## config.mk

```make
export PLATFORM = sky130hd
export DESIGN_NAME = if_id_hazard
export DESIGN_NICKNAME = d
export VERILOG_FILES = /design/src/rtl/if_id_hazard.sv
export SDC_FILE = /design/constraint.sdc
export NUM_CORES = 1
export LEC_CHECK = 0
export CORE_ASPECT_RATIO = 1.5
export CORE_UTILIZATION = 45
export CTS_CLUSTER_DIAMETER = 40
export CTS_CLUSTER_SIZE = 12
export DETAILED_ROUTE_END_ITERATION = 10
export PLACE_DENSITY_LB_ADDON = 0.1
export SETUP_SLACK_MARGIN = 0.5
export SLEW_MARGIN = 40
export SYNTH_ARGS = -nofsm -noshare
export SYNTH_HDL_FRONTEND = slang
export SYNTH_SLANG_ARGS = --single-unit
export TNS_END_PERCENT = 100
```

## constraint.sdc

```tcl
create_clock -name clk -period 2.1 [get_ports clk]
set_input_delay 0.315 -clock clk [delete_from_list [all_inputs] [get_ports clk]]
set_output_delay 0.315 -clock clk [all_outputs]
set_load 0.01 [all_outputs]
```

## src/rtl/if_id_hazard.sv

```systemverilog
// IF/ID pipeline register with load-use hazard detection, flush and external stall.
// Optional hazard statistics counters are enabled with the IF_ID_HAZARD_STATS_EN macro.
module if_id_hazard (
    input  logic        clk,
    input  logic        reset,
    input  logic [31:0] newpc,
    input  logic [31:0] instr,
    input  logic        ex_memread,
    input  logic [4:0]  ex_rt,
    input  logic        flush,
    input  logic        ext_stall,
    output logic        pc_write,
    output logic [31:0] saidaNewPC,
    output logic [31:0] saidaInstr,
    output logic        valid,
    output logic        bubble,
`ifdef IF_ID_HAZARD_STATS_EN
    output logic [1:0]  state,
    output logic [15:0] stall_cnt,
    output logic [15:0] flush_cnt
`else
    output logic [1:0]  state
`endif
);

    typedef enum logic [1:0] {
        StRun   = 2'd0,
        StStall = 2'd1,
        StFlush = 2'd2
    } state_e;

    state_e      state_q, state_d;
    logic [31:0] instr_q, instr_d;
    logic [31:0] pc_q, pc_d;
    logic        valid_q, valid_d;
    logic [4:0]  rs, rt;
    logic        lu;
    logic        hold;

    always_comb begin
        rs   = instr_q[25:21];
        rt   = instr_q[20:16];
        // A bubble in IF/ID (valid=0) can never be the consumer of a load.
        lu   = valid_q && ex_memread && (ex_rt != 5'd0) && ((ex_rt == rs) || (ex_rt == rt));
        hold = (lu || ext_stall) && !flush;

        pc_write = reset ? 1'b1 : !hold;
        bubble   = reset ? 1'b0 : (lu || flush);

        instr_d = instr_q;
        pc_d    = pc_q;
        valid_d = valid_q;
        state_d = StRun;
        if (reset) begin
            instr_d = 32'd0;
            pc_d    = 32'd0;
            valid_d = 1'b0;
            state_d = StRun;
        end else if (flush) begin
            instr_d = 32'd0;
            pc_d    = 32'd0;
            valid_d = 1'b0;
            state_d = StFlush;
        end else if (hold) begin
            state_d = StStall;
        end else begin
            instr_d = instr;
            pc_d    = newpc;
            valid_d = 1'b1;
            state_d = StRun;
        end
    end

    always_ff @(posedge clk) begin
        instr_q <= instr_d;
        pc_q    <= pc_d;
        valid_q <= valid_d;
        state_q <= state_d;
    end

    assign saidaInstr = instr_q;
    assign saidaNewPC = pc_q;
    assign valid      = valid_q;
    assign state      = state_q;

`ifdef IF_ID_HAZARD_STATS_EN
    logic [15:0] stall_cnt_q, stall_cnt_d;
    logic [15:0] flush_cnt_q, flush_cnt_d;

    // Both counters saturate rather than wrap.
    always_comb begin
        stall_cnt_d = stall_cnt_q;
        flush_cnt_d = flush_cnt_q;
        if (reset) begin
            stall_cnt_d = 16'd0;
            flush_cnt_d = 16'd0;
        end else begin
            if (!pc_write && (stall_cnt_q != 16'hFFFF)) begin
                stall_cnt_d = stall_cnt_q + 16'd1;
            end
            if (flush && (flush_cnt_q != 16'hFFFF)) begin
                flush_cnt_d = flush_cnt_q + 16'd1;
            end
        end
    end

    always_ff @(posedge clk) begin
        stall_cnt_q <= stall_cnt_d;
        flush_cnt_q <= flush_cnt_d;
    end

    assign stall_cnt = stall_cnt_q;
    assign flush_cnt = flush_cnt_q;
`endif

endmodule

```

After elaboration in Yosys (flattened, before gate mapping)
Index checks and enable logic that the tools add are counted.
Storage, ports and cells
  bits in read-only memories: 0
  memory bits (writable): 0
  memories kept: 0
  latch bits: 0
  input bits: 74
  register bits: 67
  logic and storage cells: 22
Cells by class
  magnitude comparators: 0
  bitwise gates (word level): 0
  reductions and logical operators: 11
  $add $sub $neg: 0
  divide/modulo/power cells: 0
  equal/unequal tests: 2
  multiply operators: 0
  shifts and indexed selects: 0
  multiplexer cells: 4
Operator list (count)
  equality test 5 bit: 2
  nonzero test 5 bit: 1
  logical AND 1 bit: 4
  logical OR 1 bit: 3
  two-way mux 1 bit: 3
  zero test 1 bit: 2
  two-way mux 2 bit: 1
  OR reduction 2 bit: 1

Depth between registers and ports, before layout
  word-level depth: 7
  depth in mapped cells: 7

Least setup slack after synthesis
OpenSTA, ideal clock, no wires.
  path type: input -> output
  start: input ex_rt[1]
  end: output bubble
  arrival: 1.435 ns
  setup slack: 0.350 ns
  stages: 5
  cells stage by stage: or4_4 > o211ai_2 > buf_4 > nor2_1 > o21ba_2
On the way
  word-level cells in the longest chain between the ends: 5
RTL lines
  start, declared: line 9  | input logic [4:0] ex_rt,
  equality test 5 bit or nonzero test 5 bit (tied branches): line 44  | lu = valid_q && ex_memread && (ex_rt != 5'd0) && ((ex_rt == rs) || (ex_rt == rt));
  logical OR 1 bit or logical AND 1 bit (tied branches): line 44
  logical AND 1 bit *: line 44
  logical OR 1 bit *: line 48  | bubble = reset ? 1'b0 : (lu || flush);
  two-way mux 1 bit *: line 48
  end, declared: line 16  | output logic bubble,
Every way passes the cells marked *; elsewhere a longest branch is shown, timed or not.

Final worst setup path
  start: input ex_rt[2]
  end: output bubble
Same word-level chain as after synthesis.

==> impl_table.tex <==
\begin{tabular}{lr}
\hline
Metric & Value \\
\hline
\multicolumn{2}{l}{\textbf{Die}} \\
\quad Site Rows & 41 \\
\quad Starting Density & 0.466 \\
\quad Area of the core region & 8460 um2 \\
\quad Die span in x & 78.5 um \\
\quad Die footprint & 9160 um2 \\
\quad Num ports & 143 \\
\quad Die height & 117 um \\
\multicolumn{2}{l}{\textbf{Critical path}} \\
\quad R2R Path Start & saidaInstr[24] \\
\quad Worst-case reg-to-reg path depth & 9 \\
\quad Reg-to-Reg End & saidaInstr[28] \\
\quad Type of the worst setup path & input pin to primary output \\
\quad R2R Setup Slk & 0.19 ns \\
\quad Type of origin of the critical path & input pin \\
\quad Max Fanout on Critical Path & 2 \\
\quad Worst setup EP type & primary output \\
\quad Crit path arrival time & 1.69 ns \\
\quad Crit path required time & 1.78 ns \\
\multicolumn{2}{l}{\textbf{Clock tree}} \\
\quad Cell at the root of the clock tree & clkbuf\_16 \\
\quad Later-pin clock latency in the skew report & 0.34 ns \\
\quad Number of sinks driven by the clock tree & 67 \\
\quad TritonCTS clock tree & built \\
\quad Clock edge transition at the registers on the reported setup and hold paths & 0.06 ns \\
\quad Number of hold buffers added after CTS & 0 \\
\quad CTS max path bufs & 2 \\
\quad Level count of the clock H-tree & 3 \\
\quad Num CTS Buffers & 9 \\
\multicolumn{2}{l}{\textbf{Timing}} \\
\quad Clock period minus worst slack & 2.01 ns \\
\quad Final period util & 0.956 \\
\quad Actual transition at the worst max-transition pin & 0.652 ns \\
\quad Final Hold Vio Count & 0 \\
\quad Timing-limited maximum frequency & 0.498 GHz \\
\quad TNS Setup & 0 ns \\
\quad Count of final max-slew check failures & 0 \\
\quad Final setup violation count & 0 \\
\quad Setup repair after global routing missed its margin & yes \\
\quad Clock Skews & 0.00732 ns \\
\quad Max-slew headroom & 0.565 \\
\multicolumn{2}{l}{\textbf{Yosys}} \\
\quad Summed instance area of the synthesized netlist & 3950 um2 \\
\quad Mapped Avg Cell Area & 8.26 um2 \\
\quad Post-synthesis instance total & 478 \\
\quad Proportion of synthesized chip area in sequential cells & 0.340 \\
\quad Post-synth top area share & 0.340 \\
\quad Syn\_nets & 552 \\
\quad Library cell with the largest summed area after synthesis & dfxtp\_1 \\
\quad Flop and latch count out of synthesis & 67 \\
\quad Yosys Warn Count & 0 \\
\quad Count of cell types in the netlist & 25 \\
\quad Leading post-synthesis cells by cell area & dfxtp\_1 34\%, a32oi\_1 14\%, nor3b\_1 12\%, o211ai\_1 12\%, nand3\_1 8.1\% \\
\multicolumn{2}{l}{\textbf{Layout}} \\
\quad Most used cells in the layout excluding fill and tap cells & 90 x clkdlybuf4s50\_1, 64 x o211ai\_1, 59 x a32oi\_1, 58 x dfxtp\_1, 53 x nand3\_2 \\
\quad Synth-to-layout area growth & 85.1\% \\
\quad Layout cells sized above 1 & 0.357 \\
\quad Antenna diodes & 0 \\
\quad Final instance count without filler cells & 732 \\
\quad Leading cell type in the layout, fill and taps excluded & clkdlybuf4s50\_1 \\
\quad Area taken by multi-input logic gates & 3010 um2 \\
\quad Final Net Count & 698 \\
\quad \# fillers & 426 \\
\quad Total area of sequential cells & 1360 um2 \\
\multicolumn{2}{l}{\textbf{Global routing}} \\
\quad Global-route total usage across every layer & 0.348 \\
\quad First-pass GRT wire length & 24400 um \\
\quad Largest net degree at the start of global routing & 130 \\
\quad Via count of the first global-routing pass & 4516 \\
\quad Gr ovfl total & 0 \\
\quad Antenna violations before repair & 0 \\
\multicolumn{2}{l}{\textbf{Power}} \\
\quad Total power & 3.91 mW \\
\quad LEAKAGE & 2.85 nW \\
\quad Max IR drop VDD & 0.454 mV \\
\quad Power density over the cells & 536 nW/um2 \\
\multicolumn{2}{l}{\textbf{Place}} \\
\quad Number of cells in the design after placement & 683 \\
\quad HPWL Detailed & 7120 um \\
\quad Routability cong. & 0.750 \\
\quad Port Buffers & 142 \\
\multicolumn{2}{l}{\textbf{Route}} \\
\quad Detailed-router iteration count before antenna repair & 7 \\
\quad Post-route antenna net violation count & 0 \\
\quad Via total after detailed routing & 4966 \\
\quad Drt drc & 0 \\
\quad Number of vias per cell & 6.78 \\
\quad Routed length per instance & 24.6 um \\
\quad Overall routed net length & 18000 um \\
\quad 1st-iter DRT viols & 436 \\
\multicolumn{2}{l}{\textbf{Min path}} \\
\quad Min-Delay Path Class & input pin to flip-flop \\
\quad WHS Endpoint & state[0] \\
\quad Worst hold path stage count & 4 \\
\quad HP Start & ext\_stall \\
\multicolumn{2}{l}{\textbf{Run}} \\
\quad Count of max-cap constraint violations & 0 \\
\multicolumn{2}{l}{\textbf{Status}} \\
\quad Status & finished, final reports clean \\
\hline
\end{tabular}
[critical path: stages]
cell and delay, ns:
buf_2 0.11, or4_4 0.54, o211ai_4 0.23, buf_6 0.13, nor2_2 0.03, o21ba_4 0.20, buf_6 0.11
[through the flow]
stage / hold slack [ns] / setup WS, ns / cell area, um2 / util
detailed placement: 0.495 / -0.471 / 5700 / 0.674
CTS: 0.475 / 0.107 / 6770 / 0.799
global route: 0.514 / 0.0691 / 7310 / 0.863
global placement: 0.487 / -0.458 / 5700 / 0.674
floorplan: 0.387 / 0.359 / 4230 / -
finish: 0.477 / 0.0933 / 7310 / 0.863
[synthesized netlist by cell type]
cell type,instances
dfxtp_1,67
nand2_1,65
a32oi_1,64
nand3_1,64
nor3b_1,64
o211ai_1,64
clkbuf_1,40
xor2_1,10
buf_6,7
buf_2,6
buf_1,5
buf_4,5
nor2_1,4
nor3_1,2
a21oi_1,1
a22oi_2,1
and2_1,1
inv_1,1
nor2b_1,1
o211a_1,1
o211ai_2,1
o21ba_2,1
o21bai_1,1
or2_2,1
or4_4,1
[flip-flops by register name, summed over array words and instances, names as in the netlist]
name        cells
saidaInstr     32
state           2
valid           1
saidaNewPC     32
[where the power goes]
| group | total [mW] | switching, mW | internal [mW] |
|---|---|---|---|
| registers | 1.44 | 0.0839 | 1.35 |
| logic | 1.09 | 0.513 | 0.576 |
| clock network | 1.39 | 0.549 | 0.837 |
| total | 3.91 | 1.15 | 2.77 |
[how the worst max path moves through the flow]
| stage | from | endpoint | cells past startpoint |
|---|---|---|---|
| 2_1_floorplan | ex_rt[1] | bubble | 5 |
| 3_3_place_gp | ex_rt[1] | bubble | 6 |
| 3_5_place_dp | ex_rt[1] | bubble | 6 |
| 4_1_cts | ex_rt[3] | bubble | 7 |
| 5_1_grt | saidaInstr[24] | bubble | 6 |
| 6_report | ex_rt[2] | bubble | 7 |
[per-layer routing]
layer,wire length (um),vias to the layer above,track usage
li1,-,2149,-
met1,6710,2466,0.438
met2,9060,287,0.584
met3,1330,64,0.0633
met4,920,0,0.146
met5,0,-,0
[layout make-up]
cell class / instances / area share
Sequential cell: 67 / 0.187
Timing Repair Buffer: 198 / 0.347
Clock buffer: 12 / 0.0351
Tap cell: 107 / 0.0183
Inverter: 1 / 0.000514
Multi-Input combinational cell: 347 / 0.412
[cell families after synthesis]
family | after synthesis | share of synthesized area
simple gates | 203 | 0.279
compound gates | 134 | 0.278
flops | 67 | 0.340
xor+xnor | 10 | 0.0222
buf+inv | 64 | 0.0809
[what timing repair did]
action	in CTS	in global routing
resized for setup	116	110
gates cloned	17	3
pin swaps	38	16
setup buffers	15	2
endpoints found under the setup margin	77	102
Note: power is estimated with default switching activity, not from simulation.
